## config.mk

```make
export PLATFORM = sky130hd
export DESIGN_NAME = mips_multicycle_control_flat
export DESIGN_NICKNAME = d
export VERILOG_FILES = /design/src/rtl/mips_ctrl_pkg.sv /design/src/rtl/mips_multicycle_control_if.sv /design/src/rtl/mips_alu_op_decode.sv /design/src/rtl/mips_multicycle_control.sv /design/src/flat_wrapper.sv
export SDC_FILE = /design/constraint.sdc
export NUM_CORES = 1
export LEC_CHECK = 0
export BUFFER_PORTS_ARGS = -buffer_cell sky130_fd_sc_hd__buf_4
export CORE_ASPECT_RATIO = 1.75
export CORE_MARGIN = 4
export CORE_UTILIZATION = 43
export DETAILED_ROUTE_END_ITERATION = 12
export GPL_TIMING_DRIVEN = 0
export PLACE_DENSITY = 0.73
export RECOVER_POWER = 50
export SLEW_MARGIN = 10
export SYNTH_ARGS = -nofsm -noshare
export SYNTH_HDL_FRONTEND = slang
export SYNTH_HIERARCHICAL = 1
export SYNTH_SLANG_ARGS = --single-unit
```

## constraint.sdc

```tcl
create_clock -name clk -period 2.6 [get_ports clk]
set_clock_uncertainty 0.05 [all_clocks]
set_input_delay 0.52 -clock clk [delete_from_list [all_inputs] [get_ports clk]]
set_output_delay 0.52 -clock clk [all_outputs]
set_load 0.02 [all_outputs]
```

## src/rtl/mips_ctrl_pkg.sv

```systemverilog
// Shared encodings for the multicycle MIPS control unit and its ALU.
// Opcode, funct, ALU-op, state and mux-select values live here.
package mips_ctrl_pkg;

   localparam int unsigned RA_INDEX = 31;

   typedef enum logic [3:0] {
      S_FETCH     = 4'd0,
      S_DECODE    = 4'd1,
      S_MEM_ADDR  = 4'd2,
      S_MEM_READ  = 4'd3,
      S_MEM_WB    = 4'd4,
      S_MEM_WRITE = 4'd5,
      S_R_EXEC    = 4'd6,
      S_R_WB      = 4'd7,
      S_BRANCH    = 4'd8,
      S_JUMP      = 4'd9,
      S_I_EXEC    = 4'd10,
      S_I_WB      = 4'd11,
      S_JR        = 4'd12
   } state_t;

   typedef enum logic [3:0] {
      ALU_AND = 4'b0000,
      ALU_OR  = 4'b0001,
      ALU_ADD = 4'b0010,
      ALU_SUB = 4'b0110,
      ALU_SLT = 4'b0111,
      ALU_NOR = 4'b1100,
      ALU_SLL = 4'b1101,
      ALU_SRL = 4'b1110
   } alu_op_t;

   localparam logic [5:0] OP_RTYPE = 6'b000000;
   localparam logic [5:0] OP_LW    = 6'b100011;
   localparam logic [5:0] OP_SW    = 6'b101011;
   localparam logic [5:0] OP_BEQ   = 6'b000100;
   localparam logic [5:0] OP_BNE   = 6'b000101;
   localparam logic [5:0] OP_J     = 6'b000010;
   localparam logic [5:0] OP_JAL   = 6'b000011;
   localparam logic [5:0] OP_ADDI  = 6'b001000;
   localparam logic [5:0] OP_ADDIU = 6'b001001;
   localparam logic [5:0] OP_SLTI  = 6'b001010;
   localparam logic [5:0] OP_ANDI  = 6'b001100;
   localparam logic [5:0] OP_ORI   = 6'b001101;

   localparam logic [5:0] FN_ADD  = 6'b100000;
   localparam logic [5:0] FN_ADDU = 6'b100001;
   localparam logic [5:0] FN_SUB  = 6'b100010;
   localparam logic [5:0] FN_SUBU = 6'b100011;
   localparam logic [5:0] FN_AND  = 6'b100100;
   localparam logic [5:0] FN_OR   = 6'b100101;
   localparam logic [5:0] FN_NOR  = 6'b100111;
   localparam logic [5:0] FN_SLT  = 6'b101010;
   localparam logic [5:0] FN_SLL  = 6'b000000;
   localparam logic [5:0] FN_SRL  = 6'b000010;
   localparam logic [5:0] FN_JR   = 6'b001000;

   localparam logic [1:0] SRC_A_PC  = 2'b00;
   localparam logic [1:0] SRC_A_REG = 2'b01;
   localparam logic [1:0] SRC_A_B   = 2'b10;

   localparam logic [1:0] SRC_B_REG  = 2'b00;
   localparam logic [1:0] SRC_B_FOUR = 2'b01;
   localparam logic [1:0] SRC_B_IMM  = 2'b10;
   localparam logic [1:0] SRC_B_BR   = 2'b11;

   localparam logic [1:0] PC_ALU    = 2'b00;
   localparam logic [1:0] PC_ALUOUT = 2'b01;
   localparam logic [1:0] PC_JUMP   = 2'b10;
   localparam logic [1:0] PC_REG    = 2'b11;

   localparam logic [1:0] DST_RT = 2'b00;
   localparam logic [1:0] DST_RD = 2'b01;
   localparam logic [1:0] DST_RA = 2'b10;

   localparam logic [1:0] WB_ALU = 2'b00;
   localparam logic [1:0] WB_MDR = 2'b01;
   localparam logic [1:0] WB_PC  = 2'b10;

   function automatic logic opcode_ok(input logic [5:0] op);
      case (op)
         OP_RTYPE, OP_LW, OP_SW, OP_BEQ, OP_BNE,
         OP_J, OP_JAL, OP_ADDI, OP_ADDIU, OP_SLTI,
         OP_ANDI, OP_ORI: return 1'b1;
         default:         return 1'b0;
      endcase
   endfunction

   function automatic logic funct_ok(input logic [5:0] fn);
      case (fn)
         FN_ADD, FN_ADDU, FN_SUB, FN_SUBU, FN_AND,
         FN_OR, FN_NOR, FN_SLT, FN_SLL, FN_SRL,
         FN_JR:   return 1'b1;
         default: return 1'b0;
      endcase
   endfunction

endpackage

```

## src/rtl/mips_multicycle_control_if.sv

```systemverilog
// Control/datapath bundle: IR fields and zero flag in,
// ALU control, mux selects and enables out.
interface mips_multicycle_control_if;
   logic [5:0] opcode;
   logic [5:0] funct;
   logic       alu_zero;
   logic [3:0] alu_op;
   logic [1:0] alu_src_a;
   logic [1:0] alu_src_b;
   logic       ext_zero;
   logic       pc_write;
   logic [1:0] pc_src;
   logic       iord;
   logic       mem_read;
   logic       mem_write;
   logic       ir_write;
   logic       reg_write;
   logic [1:0] reg_dst;
   logic [1:0] mem_to_reg;
   logic       instr_done;
   logic       illegal;
   logic [3:0] state;

   modport master (
      input  opcode, funct, alu_zero,
      output alu_op, alu_src_a, alu_src_b, ext_zero,
      output pc_write, pc_src, iord, mem_read, mem_write,
      output ir_write, reg_write, reg_dst, mem_to_reg,
      output instr_done, illegal, state
   );

   modport slave (
      output opcode, funct, alu_zero,
      input  alu_op, alu_src_a, alu_src_b, ext_zero,
      input  pc_write, pc_src, iord, mem_read, mem_write,
      input  ir_write, reg_write, reg_dst, mem_to_reg,
      input  instr_done, illegal, state
   );
endinterface

```

## src/rtl/mips_alu_op_decode.sv

```systemverilog
// ALU operation and operand selection for each control state.
// Shared ALU does PC+4, branch target, address and execute.
module mips_alu_op_decode
   import mips_ctrl_pkg::*;
(
   input  state_t     state,
   input  logic [5:0] opcode,
   input  logic [5:0] funct,
   output alu_op_t    alu_op,
   output logic [1:0] alu_src_a,
   output logic [1:0] alu_src_b,
   output logic       ext_zero
);

   always_comb begin
      alu_op    = ALU_AND;
      alu_src_a = SRC_A_PC;
      alu_src_b = SRC_B_REG;
      ext_zero  = 1'b0;
      unique case (state)
         S_FETCH: begin
            alu_op    = ALU_ADD;
            alu_src_b = SRC_B_FOUR;
         end
         S_DECODE: begin
            alu_op    = ALU_ADD;
            alu_src_b = SRC_B_BR;
         end
         S_MEM_ADDR: begin
            alu_op    = ALU_ADD;
            alu_src_a = SRC_A_REG;
            alu_src_b = SRC_B_IMM;
         end
         S_R_EXEC: begin
            alu_src_a = SRC_A_REG;
            case (funct)
               FN_ADD, FN_ADDU: alu_op = ALU_ADD;
               FN_SUB, FN_SUBU: alu_op = ALU_SUB;
               FN_AND:          alu_op = ALU_AND;
               FN_OR:           alu_op = ALU_OR;
               FN_NOR:          alu_op = ALU_NOR;
               FN_SLT:          alu_op = ALU_SLT;
               // shifts operate on rt, which sits in B
               FN_SLL: begin
                  alu_op    = ALU_SLL;
                  alu_src_a = SRC_A_B;
               end
               FN_SRL: begin
                  alu_op    = ALU_SRL;
                  alu_src_a = SRC_A_B;
               end
               default: ;
            endcase
         end
         S_BRANCH: begin
            alu_op    = ALU_SUB;
            alu_src_a = SRC_A_REG;
         end
         S_I_EXEC, S_I_WB: begin
            alu_src_a = SRC_A_REG;
            alu_src_b = SRC_B_IMM;
            case (opcode)
               OP_ADDI, OP_ADDIU: alu_op = ALU_ADD;
               OP_SLTI:           alu_op = ALU_SLT;
               OP_ANDI: begin
                  alu_op   = ALU_AND;
                  ext_zero = 1'b1;
               end
               OP_ORI: begin
                  alu_op   = ALU_OR;
                  ext_zero = 1'b1;
               end
               default: ;
            endcase
         end
         default: ;
      endcase
   end

endmodule

```

## src/rtl/mips_multicycle_control.sv

```systemverilog
// Multicycle MIPS control FSM: sequences 3-5 cycle instructions
// and drives every datapath enable and mux select.
module mips_multicycle_control
   import mips_ctrl_pkg::*;
(
   input  logic                       clk,
   input  logic                       reset,
   mips_multicycle_control_if.master  bus
);

   state_t     state_q;
   state_t     state_d;
   logic [5:0] op_q;
   logic [5:0] fn_q;

   alu_op_t    alu_op;
   logic [1:0] src_a;
   logic [1:0] src_b;
   logic       ext;
   logic       pcw;
   logic [1:0] pcs;
   logic       iord;
   logic       mr;
   logic       mw;
   logic       irw;
   logic       rw;
   logic [1:0] rd;
   logic [1:0] m2r;
   logic       done;
   logic       ill;
   logic       bad;

   always_ff @(posedge clk) begin
      if (reset) begin
         state_q <= S_FETCH;
         op_q    <= '0;
         fn_q    <= '0;
      end else begin
         state_q <= state_d;
         if (state_q == S_DECODE) begin
            op_q <= bus.opcode;
            fn_q <= bus.funct;
         end
      end
   end

   mips_alu_op_decode u_alu_dec (
      .state     (state_q),
      .opcode    (op_q),
      .funct     (fn_q),
      .alu_op    (alu_op),
      .alu_src_a (src_a),
      .alu_src_b (src_b),
      .ext_zero  (ext)
   );

   assign bad = !opcode_ok(bus.opcode) ||
                (bus.opcode == OP_RTYPE && !funct_ok(bus.funct));

   always_comb begin
      state_d = S_FETCH;
      pcw     = 1'b0;
      pcs     = PC_ALU;
      iord    = 1'b0;
      mr      = 1'b0;
      mw      = 1'b0;
      irw     = 1'b0;
      rw      = 1'b0;
      rd      = DST_RT;
      m2r     = WB_ALU;
      done    = 1'b0;
      ill     = 1'b0;
      unique case (state_q)
         S_FETCH: begin
            mr      = 1'b1;
            irw     = 1'b1;
            pcw     = 1'b1;
            state_d = S_DECODE;
         end
         // DECODE looks at the live IR; later states use op_q/fn_q
         S_DECODE: begin
            if (bad) begin
               ill = 1'b1;
            end else begin
               case (bus.opcode)
                  OP_RTYPE:
                     state_d = (bus.funct == FN_JR) ? S_JR : S_R_EXEC;
                  OP_LW, OP_SW:   state_d = S_MEM_ADDR;
                  OP_BEQ, OP_BNE: state_d = S_BRANCH;
                  OP_J, OP_JAL:   state_d = S_JUMP;
                  OP_ADDI, OP_ADDIU, OP_SLTI, OP_ANDI, OP_ORI:
                     state_d = S_I_EXEC;
                  default:        state_d = S_FETCH;
               endcase
            end
         end
         S_MEM_ADDR:
            state_d = (op_q == OP_LW) ? S_MEM_READ : S_MEM_WRITE;
         S_MEM_READ: begin
            mr      = 1'b1;
            iord    = 1'b1;
            state_d = S_MEM_WB;
         end
         S_MEM_WB: begin
            rw   = 1'b1;
            m2r  = WB_MDR;
            done = 1'b1;
         end
         S_MEM_WRITE: begin
            mw   = 1'b1;
            iord = 1'b1;
            done = 1'b1;
         end
         S_R_EXEC: state_d = S_R_WB;
         S_R_WB: begin
            rw   = 1'b1;
            rd   = DST_RD;
            done = 1'b1;
         end
         S_BRANCH: begin
            pcs  = PC_ALUOUT;
            pcw  = (op_q == OP_BNE) ? ~bus.alu_zero : bus.alu_zero;
            done = 1'b1;
         end
         S_JUMP: begin
            pcs  = PC_JUMP;
            pcw  = 1'b1;
            done = 1'b1;
            if (op_q == OP_JAL) begin
               rw  = 1'b1;
               rd  = DST_RA;
               m2r = WB_PC;
            end
         end
         S_JR: begin
            pcs  = PC_REG;
            pcw  = 1'b1;
            done = 1'b1;
         end
         S_I_EXEC: state_d = S_I_WB;
         S_I_WB: begin
            rw   = 1'b1;
            done = 1'b1;
         end
         default: state_d = S_FETCH;
      endcase
   end

   // everything is forced quiet while reset is held
   assign bus.alu_op     = reset ? 4'b0000 : alu_op;
   assign bus.alu_src_a  = reset ? 2'b00 : src_a;
   assign bus.alu_src_b  = reset ? 2'b00 : src_b;
   assign bus.ext_zero   = ~reset & ext;
   assign bus.pc_write   = ~reset & pcw;
   assign bus.pc_src     = reset ? 2'b00 : pcs;
   assign bus.iord       = ~reset & iord;
   assign bus.mem_read   = ~reset & mr;
   assign bus.mem_write  = ~reset & mw;
   assign bus.ir_write   = ~reset & irw;
   assign bus.reg_write  = ~reset & rw;
   assign bus.reg_dst    = reset ? 2'b00 : rd;
   assign bus.mem_to_reg = reset ? 2'b00 : m2r;
   assign bus.instr_done = ~reset & done;
   assign bus.illegal    = ~reset & ill;
   assign bus.state      = reset ? 4'd0 : state_q;

endmodule

```

## src/flat_wrapper.sv

```systemverilog
// flat-port wrapper written by rule: the top's interface ports become plain ports
module mips_multicycle_control_flat import mips_ctrl_pkg::*;
  (clk, reset, bus_opcode, bus_funct, bus_alu_zero, bus_alu_op, bus_alu_src_a, bus_alu_src_b, bus_ext_zero, bus_pc_write, bus_pc_src, bus_iord, bus_mem_read, bus_mem_write, bus_ir_write, bus_reg_write, bus_reg_dst, bus_mem_to_reg, bus_instr_done, bus_illegal, bus_state);
  mips_multicycle_control_if bus_i ();
  input  logic clk;
  input  logic reset;
  input wire logic [$bits(bus_i.opcode)-1:0] bus_opcode;
  input wire logic [$bits(bus_i.funct)-1:0] bus_funct;
  input wire logic [$bits(bus_i.alu_zero)-1:0] bus_alu_zero;
  output wire logic [$bits(bus_i.alu_op)-1:0] bus_alu_op;
  output wire logic [$bits(bus_i.alu_src_a)-1:0] bus_alu_src_a;
  output wire logic [$bits(bus_i.alu_src_b)-1:0] bus_alu_src_b;
  output wire logic [$bits(bus_i.ext_zero)-1:0] bus_ext_zero;
  output wire logic [$bits(bus_i.pc_write)-1:0] bus_pc_write;
  output wire logic [$bits(bus_i.pc_src)-1:0] bus_pc_src;
  output wire logic [$bits(bus_i.iord)-1:0] bus_iord;
  output wire logic [$bits(bus_i.mem_read)-1:0] bus_mem_read;
  output wire logic [$bits(bus_i.mem_write)-1:0] bus_mem_write;
  output wire logic [$bits(bus_i.ir_write)-1:0] bus_ir_write;
  output wire logic [$bits(bus_i.reg_write)-1:0] bus_reg_write;
  output wire logic [$bits(bus_i.reg_dst)-1:0] bus_reg_dst;
  output wire logic [$bits(bus_i.mem_to_reg)-1:0] bus_mem_to_reg;
  output wire logic [$bits(bus_i.instr_done)-1:0] bus_instr_done;
  output wire logic [$bits(bus_i.illegal)-1:0] bus_illegal;
  output wire logic [$bits(bus_i.state)-1:0] bus_state;
  assign bus_i.opcode = bus_opcode;
  assign bus_i.funct = bus_funct;
  assign bus_i.alu_zero = bus_alu_zero;
  assign bus_alu_op = bus_i.alu_op;
  assign bus_alu_src_a = bus_i.alu_src_a;
  assign bus_alu_src_b = bus_i.alu_src_b;
  assign bus_ext_zero = bus_i.ext_zero;
  assign bus_pc_write = bus_i.pc_write;
  assign bus_pc_src = bus_i.pc_src;
  assign bus_iord = bus_i.iord;
  assign bus_mem_read = bus_i.mem_read;
  assign bus_mem_write = bus_i.mem_write;
  assign bus_ir_write = bus_i.ir_write;
  assign bus_reg_write = bus_i.reg_write;
  assign bus_reg_dst = bus_i.reg_dst;
  assign bus_mem_to_reg = bus_i.mem_to_reg;
  assign bus_instr_done = bus_i.instr_done;
  assign bus_illegal = bus_i.illegal;
  assign bus_state = bus_i.state;
  mips_multicycle_control u_core (.clk(clk), .reset(reset), .bus(bus_i));
endmodule
```

# Word-level counts from Yosys, hierarchy flattened

Index checks and enable logic that the tools add are counted.

Reductions and logical operators: 28
Eq/ne operators: 49
Muxes and demuxes: 37
Bitwise gates (word level): 11

Operator list:

| operator           | number |
|---|---|
| $eq 6x6->1 const B | 18 |
| $eq 6x4->1 const B | 11 |
| $eq 6x2->1 const B | 5 |
| $pmux 4 s7         | 1 |
| $pmux 4 s6         | 1 |
| $reduce_or 2->1    | 11 |
| $eq 4x4->1 const B | 5 |
| $pmux 4 s5         | 1 |
| $eq 6x3->1 const B | 3 |
| $logic_not 6->1    | 3 |
| $eq 4x3->1 const B | 4 |
| $mux 4             | 4 |
| $pmux 4 s4         | 1 |
| $mux 2             | 7 |
| $mux 1             | 13 |
| $pmux 2 s2         | 3 |
| $pmux 2 s3         | 2 |
| $reduce_or 12->1   | 1 |
| $reduce_or 3->1    | 4 |
| $reduce_or 11->1   | 1 |
| $and 1x1->1        | 9 |
| $pmux 3 s3         | 1 |
| $eq 4x2->1 const B | 2 |
| $reduce_or 7->1    | 1 |
| other kinds (10)   | 13 |

Bits in registers: 16
Input port bits: 15

# Depth between registers and ports, before layout

Gate-level depths: netlist of run 1.

Depth after elaboration: 9
Mapped depth: 6
Depth with buffers taken out: 5

# Hierarchy

Netlist of run 1, hierarchy kept.

Modules (own cells, without submodules):

| module                  | seq. area each (sq um) | area each (sq um) | cells an instance | instances |
|---|---|---|---|---|
| mips_multicycle_control | 320.3                  | 1,196.1           | 161               | 1 |
| mips_alu_op_decode      | 0.0                    | 306.5             | 47                | 1 |

# Least setup slack after synthesis of run 1

Ideal clock, no wire load.

Kind: in2out
Start point: in reset
End point: out bus_reg_write
Path slack: 269 ps
Stages: 3
Data required time: 2,030 ps
Arrival: 1,761 ps
Path buffers: 1
Cell sequence: clkbuf_1 > nor4_1 > o21bai_2

Cells in the longest elaborated chain, start to end: 2

Ends and longest elaborated chain:

| what               | line                           | text |
|---|---|---|
| start: declaration | flat_wrapper.sv:6              | `input logic reset;` |
| $not 1->1          | mips_multicycle_control.sv:160 | `assign bus.reg_write = ~reset & rw;` |
| $and 1x1->1        | mips_multicycle_control.sv:160 |  |
| end: declaration   | flat_wrapper.sv:20             | `output wire logic [$bits(bus_i.reg_write)-1:0] bus_reg_write;` |

Every way passes these cells.

# Worst setup path in the final report of run 1

Start point: reg u_core.op_q[5]
End point: out bus_reg_write

Cells in the longest elaborated chain, start to end: 4

Ends and longest elaborated chain:

| what                     | line                           | text |
|---|---|---|
| start: declaration       | mips_multicycle_control.sv:13  | `logic [5:0] op_q;` |
| start signal: assignment | mips_multicycle_control.sv:41  | `op_q <= bus.opcode;` |
| $eq 6x2->1               | mips_multicycle_control.sv:129 | `if (op_q == OP_JAL) begin` |
| $mux 1                   | mips_multicycle_control.sv:129 |  |
| $pmux 1 s2               | mips_multicycle_control.sv:73  | `unique case (state_q)` |
| $and 1x1->1              | mips_multicycle_control.sv:160 |  |

Every way passes these cells.

==> results.cfg, run 1 <==
[layout]
drive_above_1_share = 0.235
antenna_cells = 0
layout-area-overhead-vs-synth_pct = 25.5
nFillCells = 363
final_nets = 267
fin_cells = 296

[clock_network]
clock_path_buffers = 2
clock-sinks = 16
cts.htree.levels = 1
path_clk_slew_ps = 60
cts_tree = done
cts_root_buf = clkbuf_8
cts_made_buffers = 3
clock_latency_ps = 250
post_cts_buffers = 0
cts_hold_buffers = 0

[floorplanning]
die_h_um = 86.2
coreArea_sq_um = 3360
rows = 28
io_pins = 42
start_util = 0.447
dieWidth_um = 52.7
die_area_sq_um = 4540

[logic_synthesis]
synthFlopType = dfxtp_1
async_flop_share = 0
synth_top_area_share = 0.213
syn_area_sq_um = 1500
synth_edf_count = 0
ys_seq_area_frac = 0.213
synth_area_leaders = dfxtp_1 (21%), nand2_1 (8.0%), a21oi_1 (6.3%), nor2b_1 (5.8%), nor3_1 (3.7%)
yosys_register_bits = 16
synth_nets = 223
synth_top_area_cell = dfxtp_1
avgSynthCellArea_sq_um = 7.22
syn_inst = 208
synth.distinct_cells = 55
ys_warn_count = 6

[worst_setup_path]
critPathCaptureType = output pin
required_ps = 2030
path_class = flop to output pin
startpoint = u_core/op_q[5]$_SDFFE_PP0P_
rr_startpoint = u_core/state_q[3]$_SDFF_PP0_
start_kind = flop
ff2ff_setup_slack_ps = 730
cp.arrival_ps = 1950
crit_fanout = 4

[drt]
ant_nets = 0
finalWirelength_um = 3850
drtPass1Iterations = 4
via_count = 1645
drt-wirelength-per-cell_um = 13.0
drc = 0
drt_iter0_markers = 43
via_per_inst = 5.56

[power]
vdd_drop_max_uv = 270
p_leak_nw = 0.725
p_per_area_nw_per_um2 = 352

[global_route]
grt_pass1_vias = 1457
track_usage = 0.179
grt_max_degree = 15
grt-ovfl-total = 0
grt_antenna_before_repair = 0
grt_pass1_wl_um = 6480

[min_path]
hold_path_class = flop to flop
hold_start = u_core/fn_q[3]$_SDFFE_PP0P_

[sta]
fmax_mhz = 397
hold_viol = 0
tns_ps = 0
rsz0062_at_grt = false
fin_crit_ps = 2520
tightest_slew_ps = 472
slew_viol_final = 0
setup_violations = 0
fin_crit_sh = 0.970
slew_headroom = 0.683

[status]
status = finished, final reports clean

[place]
gp_congestion = 0.807
dp_hpwl_um = 3020
io_buffers = 39
dp.cells = 292

[flow_run]
cap_violations = 0
==> sequential cells by signal, indices dropped and copies added, names as in the netlist <==
| signal | cells |
|---|---|
| u_core/fn_q | 6 |
| u_core/op_q | 6 |
| u_core/state_q | 4 |
==> logic make-up (layout without fill, tap and decap cells) <==
logic type,count (synthesis),in the layout,share of synthesized area
compound gates,55,55,0.256
flops,16,16,0.213
simple gates,111,111,0.442
xor+xnor,2,2,0.0117
fa+ha+maj,2,2,0.0133
buf+inv,22,65,0.0633
==> worst max-delay path, stage by stage, from the launching register on <==
cell and delay (ps):
dfxtp_1 330, or4b_4 550, or3b_4 420, a2bb2oi_2 150, o21bai_2 100, buf_4 150
==> power by group <==
group | switching (mW) | leakage [nW] | internal (mW)
clock | 0.0787 | 0.0288 | 0.134
combinational | 0.0981 | 0.564 | 0.0708
sequential | 0.0221 | 0.133 | 0.260
==> path summary, 6_finish.rpt <==
check                                 end  cells past startpoint
max                         bus_reg_write                      5
min           u_core/fn_q[3]$_SDFFE_PP0P_                      2
max reg2reg  u_core/state_q[3]$_SDFF_PP0_                      5
min reg2reg   u_core/fn_q[3]$_SDFFE_PP0P_                      2
==> cells in the mapped netlist (2+ instances only) <==
cell	instances
nand2_1	32
nand2b_1	6
dfxtp_1	16
clkbuf_1	9
or3_1	6
nor4_1	5
a21oi_1	19
and3_1	2
nand4_1	2
a221o_1	2
nor2_1	7
or4b_1	3
nor2b_1	14
a211oi_1	4
nor3_1	11
nand4b_1	2
a211o_1	2
inv_1	7
o21ai_0	3
xnor2_1	2
maj3_1	2
nand3b_1	2
o21ai_1	3
buf_2	4
o31ai_1	4
a31oi_1	2
a21boi_0	2
nor3b_1	4
nor4_2	4
o211ai_1	2
==> layer usage <==
| layer | part of all wire | vias up | track usage |
|---|---|---|---|
| li1 | - | 855 | - |
| met1 | 0.44 | 744 | 0.221 |
| met2 | 0.51 | 41 | 0.317 |
| met3 | 0.035 | 5 | 0.0103 |
| met4 | 0.015 | 0 | 0.0628 |
| met5 | 0 | - | 0 |
==> through the flow <==
stage / utilization / instance area [sq um] / setup slack (ps) / power, mW / hold WS [ps]
finish: 0.561 / 1890 / 78.5 / 0.663 / 407
CTS: 0.567 / 1910 / 16.0 / 0.671 / 407
global placement: 0.551 / 1850 / 220 / 0.455 / 393
detailed placement: 0.551 / 1850 / 222 / 0.458 / 399
floorplan: - / 1500 / 269 / 0.394 / 383
global route: 0.561 / 1890 / 6.80 / 0.705 / 429
==> cell type report <==
| class | count | area, sq um | share of cell area |
|---|---|---|---|
| Clock buffer | 4 | 55.1 | 0.0292 |
| Buffer | 15 | 68.8 | 0.0365 |
| Sequential cell | 16 | 328 | 0.174 |
| Inverter | 7 | 26.3 | 0.0139 |
| Multi-Input combinational cell | 170 | 1080 | 0.573 |
| Timing Repair Buffer | 39 | 270 | 0.143 |
| Tap cell | 45 | 56.3 | 0.0299 |
==> cell usage in the layout, fill, tap and decap left out, drive strengths merged, types with 7 or more instances in the layout <==
| master | n |
|---|---|
| buf | 38 |
| inv | 7 |
| nor2 | 7 |
| nand2 | 32 |
| a21oi | 20 |
| nor4 | 9 |
| nor2b | 14 |
| dfxtp | 16 |
| nor3 | 12 |
| clkbuf | 20 |
==> timing repair <==
item | CTS | global route
hold endpoints to repair | 0 | 0
gates resized for setup | 1 | 8
setup endpoints to repair | 1 | 4
Power figures use the tool's default switching activity.
==> run 2, diff against run 1 <==
Settings changed: CORE_UTILIZATION 43 to 52, PLACE_DENSITY 0.73 to 0.85.
==> run 2 against run 1 <==
Fmax is 0.53% lower. Non-clock buffer count is the same. First-iteration DRC count decreased by 12%. Utilization is 12 points higher. Die area fell by 15%.
==> results.cfg, run 2 (synthesized netlist as in run 1, its figures left out) <==
[place]
io_buffers = 39
gp_congestion = 0.830
dp.cells = 274
dpl_worst_slack_ps = 233
dp_hpwl_um = 2940

[layout]
layout_commonest_cell = buf_4
drive_above_1_share = 0.243
layout-area-overhead-vs-synth_pct = 24.5
antenna_cells = 0
ff_latch_area_sq_um = 325
reg_top3 = u_core/fn_q x6, u_core/op_q x6, u_core/state_q x4
post-route-util = 0.680
final_nets = 267
fin_cells = 278
final_cell_mix = buf_4 (36), nand2_1 (32), a21oi_1 (19)
nFillCells = 256
multi_input_area_sq_um = 1080

[sta]
whs_ps = 412
tightest_slew_ps = 482
tns_ps = 0
slew_viol_final = 0
setup_violations = 0
fin_crit_sh = 0.975
fmax_mhz = 394
slew_headroom = 0.679
fin_crit_ps = 2530
hold_viol = 0
layout_setup_ws_ps = 65.0
rsz0062_at_grt = false

[clock_network]
cts.htree.levels = 1
cts_root_buf = clkbuf_8
cts_hold_buffers = 0
clock-sinks = 16
clock_latency_ps = 240
cts_tree = done
path_clk_slew_ps = 60
cts_made_buffers = 3
clock_path_buffers = 2

[worst_setup_path]
required_ps = 2030
start_kind = flop
critPathCaptureType = output pin
ff2ff_setup_slack_ps = 750
path_class = flop to output pin
reg2reg_depth = 5
crit_fanout = 4
cp.arrival_ps = 1960

[floorplanning]
rows = 25
die_h_um = 79.1
io_pins = 42
dieWidth_um = 48.6
die_area_sq_um = 3850
start_util = 0.546
coreArea_sq_um = 2750

[drt]
drc = 0
via_count = 1648
wl_met1_um = 1580
drt_iter0_markers = 38
via_per_inst = 5.93
drtPass1Iterations = 4
wl_met2_um = 2030
drt-wirelength-per-cell_um = 13.6
dr_wl_met3_um = 153
topRoutingLayerUsed = met4
finalWirelength_um = 3790
ant_nets = 0

[power]
p_leak_nw = 0.735
vdd_drop_max_uv = 326
p_per_area_nw_per_um2 = 352

[min_path]
hold_path_class = flop to flop
hold_depth = 2

[global_route]
grt_antenna_before_repair = 0
track_usage = 0.198
grt_pass1_wl_um = 6420
grt_max_degree = 15
grt-ovfl-total = 0
grt_pass1_vias = 1478

[status]
status = finished, final reports clean

[flow_run]
cap_violations = 0
run 2: cell types whose count changed in the layout (fill, tap and decap cells not counted):
cell,before,now
buf_4,33,36
clkbuf_1,15,13
clkbuf_2,1,0
dfxtp_2,3,4
dfxtp_4,1,0
run 2: cell type report:
class | count | share of cell area
well taps | 27 | 0.0181
flip-flops and latches | 16 | 0.174
clock buffers | 4 | 0.0294
multi-input cells | 170 | 0.578
inverters | 7 | 0.0140
plain buffers | 15 | 0.0361
repair buffers | 39 | 0.151
run 2: timing repair:
item | 4_1_cts | 5_1_grt
setup buffers | 0 | 0
setup endpoints to repair | 1 | 4
gates resized for setup | 1 | 5
run 2: metal layers:
layer | global-route usage | vias to the layer above
li1 | - | 854
met1 | 0.231 | 752
met2 | 0.370 | 38
met3 | 0.0188 | 4
met4 | 0.0593 | 0
met5 | 0 | -
run 2: path summary, 6_finish.rpt:
path	end	start
worst min register to register	u_core/fn_q[3]$_SDFFE_PP0P_	u_core/fn_q[3]$_SDFFE_PP0P_
worst max-delay path	bus_reg_write	u_core/op_q[5]$_SDFFE_PP0P_
worst min-delay path	u_core/fn_q[3]$_SDFFE_PP0P_	u_core/fn_q[3]$_SDFFE_PP0P_
worst max register to register	u_core/state_q[3]$_SDFF_PP0_	u_core/state_q[0]$_SDFF_PP0_
run 2: report_power, final:
part / total [mW] / switching [mW] / internal, mW
clock network: 0.209 / 0.0752 / 0.134
logic: 0.168 / 0.0978 / 0.0700
registers: 0.282 / 0.0224 / 0.260
run 2: worst max-delay path: stages, from the launching register on:
cell	delay, ps
dfxtp_1	340
or4b_4	560
or3b_4	420
a2bb2oi_2	150
o21bai_2	110
buf_4	150
run 2: metrics by stage:
step,total power [mW],cell area (sq um)
finish,0.659,1870
global route,0.702,1870
CTS,0.667,1890
detailed placement,0.457,1830
global placement,0.453,1830
floorplan,0.394,1500
==> run 3, diff against run 2 <==
Settings changed: ABC_AREA set to 1, CAP_MARGIN set to 20, PLACE_DENSITY 0.85 to 0.84.
==> run 3 against run 2 <==
Register-to-register slack improved by 110 ps. Setup slack improved by 240 ps. Critical endpoint unchanged. Count of clock-buffer cells in the layout fell by 1. Critical path depth grew 1. Routed wire length up 1.4%. Via count grew 12%. Largest power group unchanged. Sequential power rose by 3%. Die area rose by 1.4%. First-iteration DRC count increased by 26%.
==> results.cfg, run 3 <==
[power]
comb_power_share = 0.295
seqPwrFrac = 0.436
netSwitchingPower_uw = 224
p_sw_frac = 0.337
p_leak_nw = 0.965
p_per_area_nw_per_um2 = 353
vdd_drop_max_uv = 341
p_clk_frac = 0.269
p_int_uw = 441

[place]
io_buffers = 41
dpl_worst_slack_ps = 457
dp_hpwl_um = 3190
gp_congestion = 0.915

[sta]
layout_setup_ws_ps = 308
tightest_slew_ps = 444
rsz0062_at_grt = false
slew_headroom = 0.704
fmax_mhz = 436
setup_violations = 0
hold_viol = 0
slew_viol_final = 0
tns_ps = 0
fin_crit_ps = 2290
fin_crit_sh = 0.881

[logic_synthesis]
async_flop_share = 0
synth_edf_count = 0
avgSynthCellArea_sq_um = 5.39
synth.distinct_cells = 26
yosys_register_bits = 16
synth_top_area_share = 0.210
yosysMostFrequentCell = nor2_1
synth_area_leaders = dfxtp_1 (21%), nor2_1 (16%), nand2_1 (15%), inv_1 (11%), nand3_1 (6.2%)
syn_area_sq_um = 1530
ys_warn_count = 6
synth_top_area_cell = dfxtp_1
synthFlopType = dfxtp_1
ys_seq_area_frac = 0.210
yosys-top-cells-count = nor2_1 (65), nand2_1 (60), inv_1 (46), nand3_1 (19), dfxtp_1 (16)
syn_inst = 283
synth_nets = 298

[layout]
multi_input_area_sq_um = 970
drive_above_1_share = 0.196
layout-area-overhead-vs-synth_pct = 23.4
final_nets = 344
nFillCells = 287
layout_commonest_cell = nor2_1
reg_top3 = u_core/fn_q x6, u_core/op_q x6, u_core/state_q x4
antenna_cells = 0
ff_latch_area_sq_um = 320
final_cell_mix = nor2_1 (65), nand2_1 (60), inv_1 (48)

[drt]
via_per_inst = 5.20
finalWirelength_um = 3840
drtPass1Iterations = 4
drt_iter0_markers = 48
drc = 0
ant_nets = 0
drt-wirelength-per-cell_um = 10.9
via_count = 1842

[global_route]
grt_max_degree = 11
grt_pass1_wl_um = 6820
grt_pass1_vias = 1702
grt_antenna_before_repair = 0
track_usage = 0.211
grt-ovfl-total = 0

[worst_setup_path]
path_class = flop to output pin
crit_fanout = 9
reg2reg_to = u_core/state_q[3]$_SDFF_PP0_
reg2reg_depth = 8
rr_startpoint = u_core/state_q[3]$_SDFF_PP0_
start_kind = flop
path_cells = inv_1 -> nor2_2 -> nand3_1 -> nor2_1 -> a31o_1 -> buf_4
cp_slowest_cell = dfxtp_1
cp.arrival_ps = 1720
required_ps = 2030
critPathCaptureType = output pin
ff2ff_setup_slack_ps = 860
critPathMaxStageDelay_ps = 540

[clock_network]
post_cts_buffers = 0
path_clk_slew_ps = 60
cts_made_buffers = 3
post_cts_resized = 0
cts_hold_buffers = 0
clock_latency_ps = 240
clock-sinks = 16
cts.htree.levels = 1
clock_path_buffers = 2
cts_root_buf = clkbuf_8
cts_tree = done

[floorplanning]
coreArea_sq_um = 2750
die_area_sq_um = 3900
rows = 25
dieWidth_um = 49.0
io_pins = 42
start_util = 0.555
die_h_um = 79.7

[status]
status = finished, final reports clean

[min_path]
holdPathEnd = u_core/op_q[3]$_SDFFE_PP0P_
hold_depth = 2
hold_start = u_core/op_q[3]$_SDFFE_PP0P_
hold_path_class = flop to flop

[flow_run]
cap_violations = 0
run 3: changes by cell type after synthesis, sizes merged, moves of 11 or more:
cell,previous run,this run
nor2,7,75
inv,7,53
nand2,32,65
nand3,1,20
nor2b,14,0
o21ai,6,17
run 3: stage by stage:
step	power [mW]	std cells	utilization	instance area, sq um	hold WS, ps
detailed placement	0.494	351	0.679	1870	452
global route	0.708	354	0.684	1880	482
floorplan	0.426	283	-	1530	420
finish	0.665	354	0.684	1880	463
global placement	0.490	351	0.679	1870	437
CTS	0.673	354	0.694	1910	462
run 3: cells by family after synthesis:
| kind of cell | synth area share |
|---|---|
| AO/OA/AOI/OAI | 0.125 |
| flip-flops | 0.210 |
| buffers and inverters | 0.152 |
| AND/OR/NAND/NOR | 0.513 |
run 3: area by class of cell:
cell class / instances / share of cell area
tap: 27 / 0.0179
sequential: 16 / 0.170
inverter: 53 / 0.106
clock buffer: 3 / 0.0219
timing repair buffer: 41 / 0.157
multi-input combinational: 209 / 0.515
buffer: 5 / 0.0120
run 3: worst max-delay path, delay by kind of cell (launching register included):
kind,cells,cell delay [ps]
DFF,1,540
and+or+nand+nor,3,520
AOI/OAI and AO/OA,1,130
buffers and inverters,2,300
run 3: worst max path at each step:
stage                          to                          from  cells past startpoint  slack, ps
floorplan            bus_pc_write  u_core/state_q[3]$_SDFF_PP0_                      4        480
global placement      bus_illegal                 bus_opcode[5]                      9        460
detailed placement    bus_illegal                 bus_opcode[5]                      9        460
CTS                 bus_reg_write  u_core/state_q[3]$_SDFF_PP0_                      6        360
global route         bus_pc_write  u_core/state_q[3]$_SDFF_PP0_                      7        100
finish              bus_reg_write  u_core/state_q[3]$_SDFF_PP0_                      6        310
run 3: power by group through the flow:
stage / Sequential [mW] / Combinational (mW) / Clock (mW)
2_1_floorplan: 0.289 / 0.137 / 0
3_3_place_gp: 0.293 / 0.196 / 0
3_5_place_dp: 0.295 / 0.199 / 0
4_1_cts: 0.290 / 0.201 / 0.183
5_1_grt: 0.293 / 0.223 / 0.192
6_report: 0.290 / 0.196 / 0.179
run 3: routing by layer:
metal / wire (um) / part of all wire / global-route usage
met1: 1460 / 0.38 / 0.224
met2: 2110 / 0.55 / 0.411
met3: 216 / 0.056 / 0.0150
met4: 59 / 0.015 / 0.0916
met5: 0 / 0 / 0
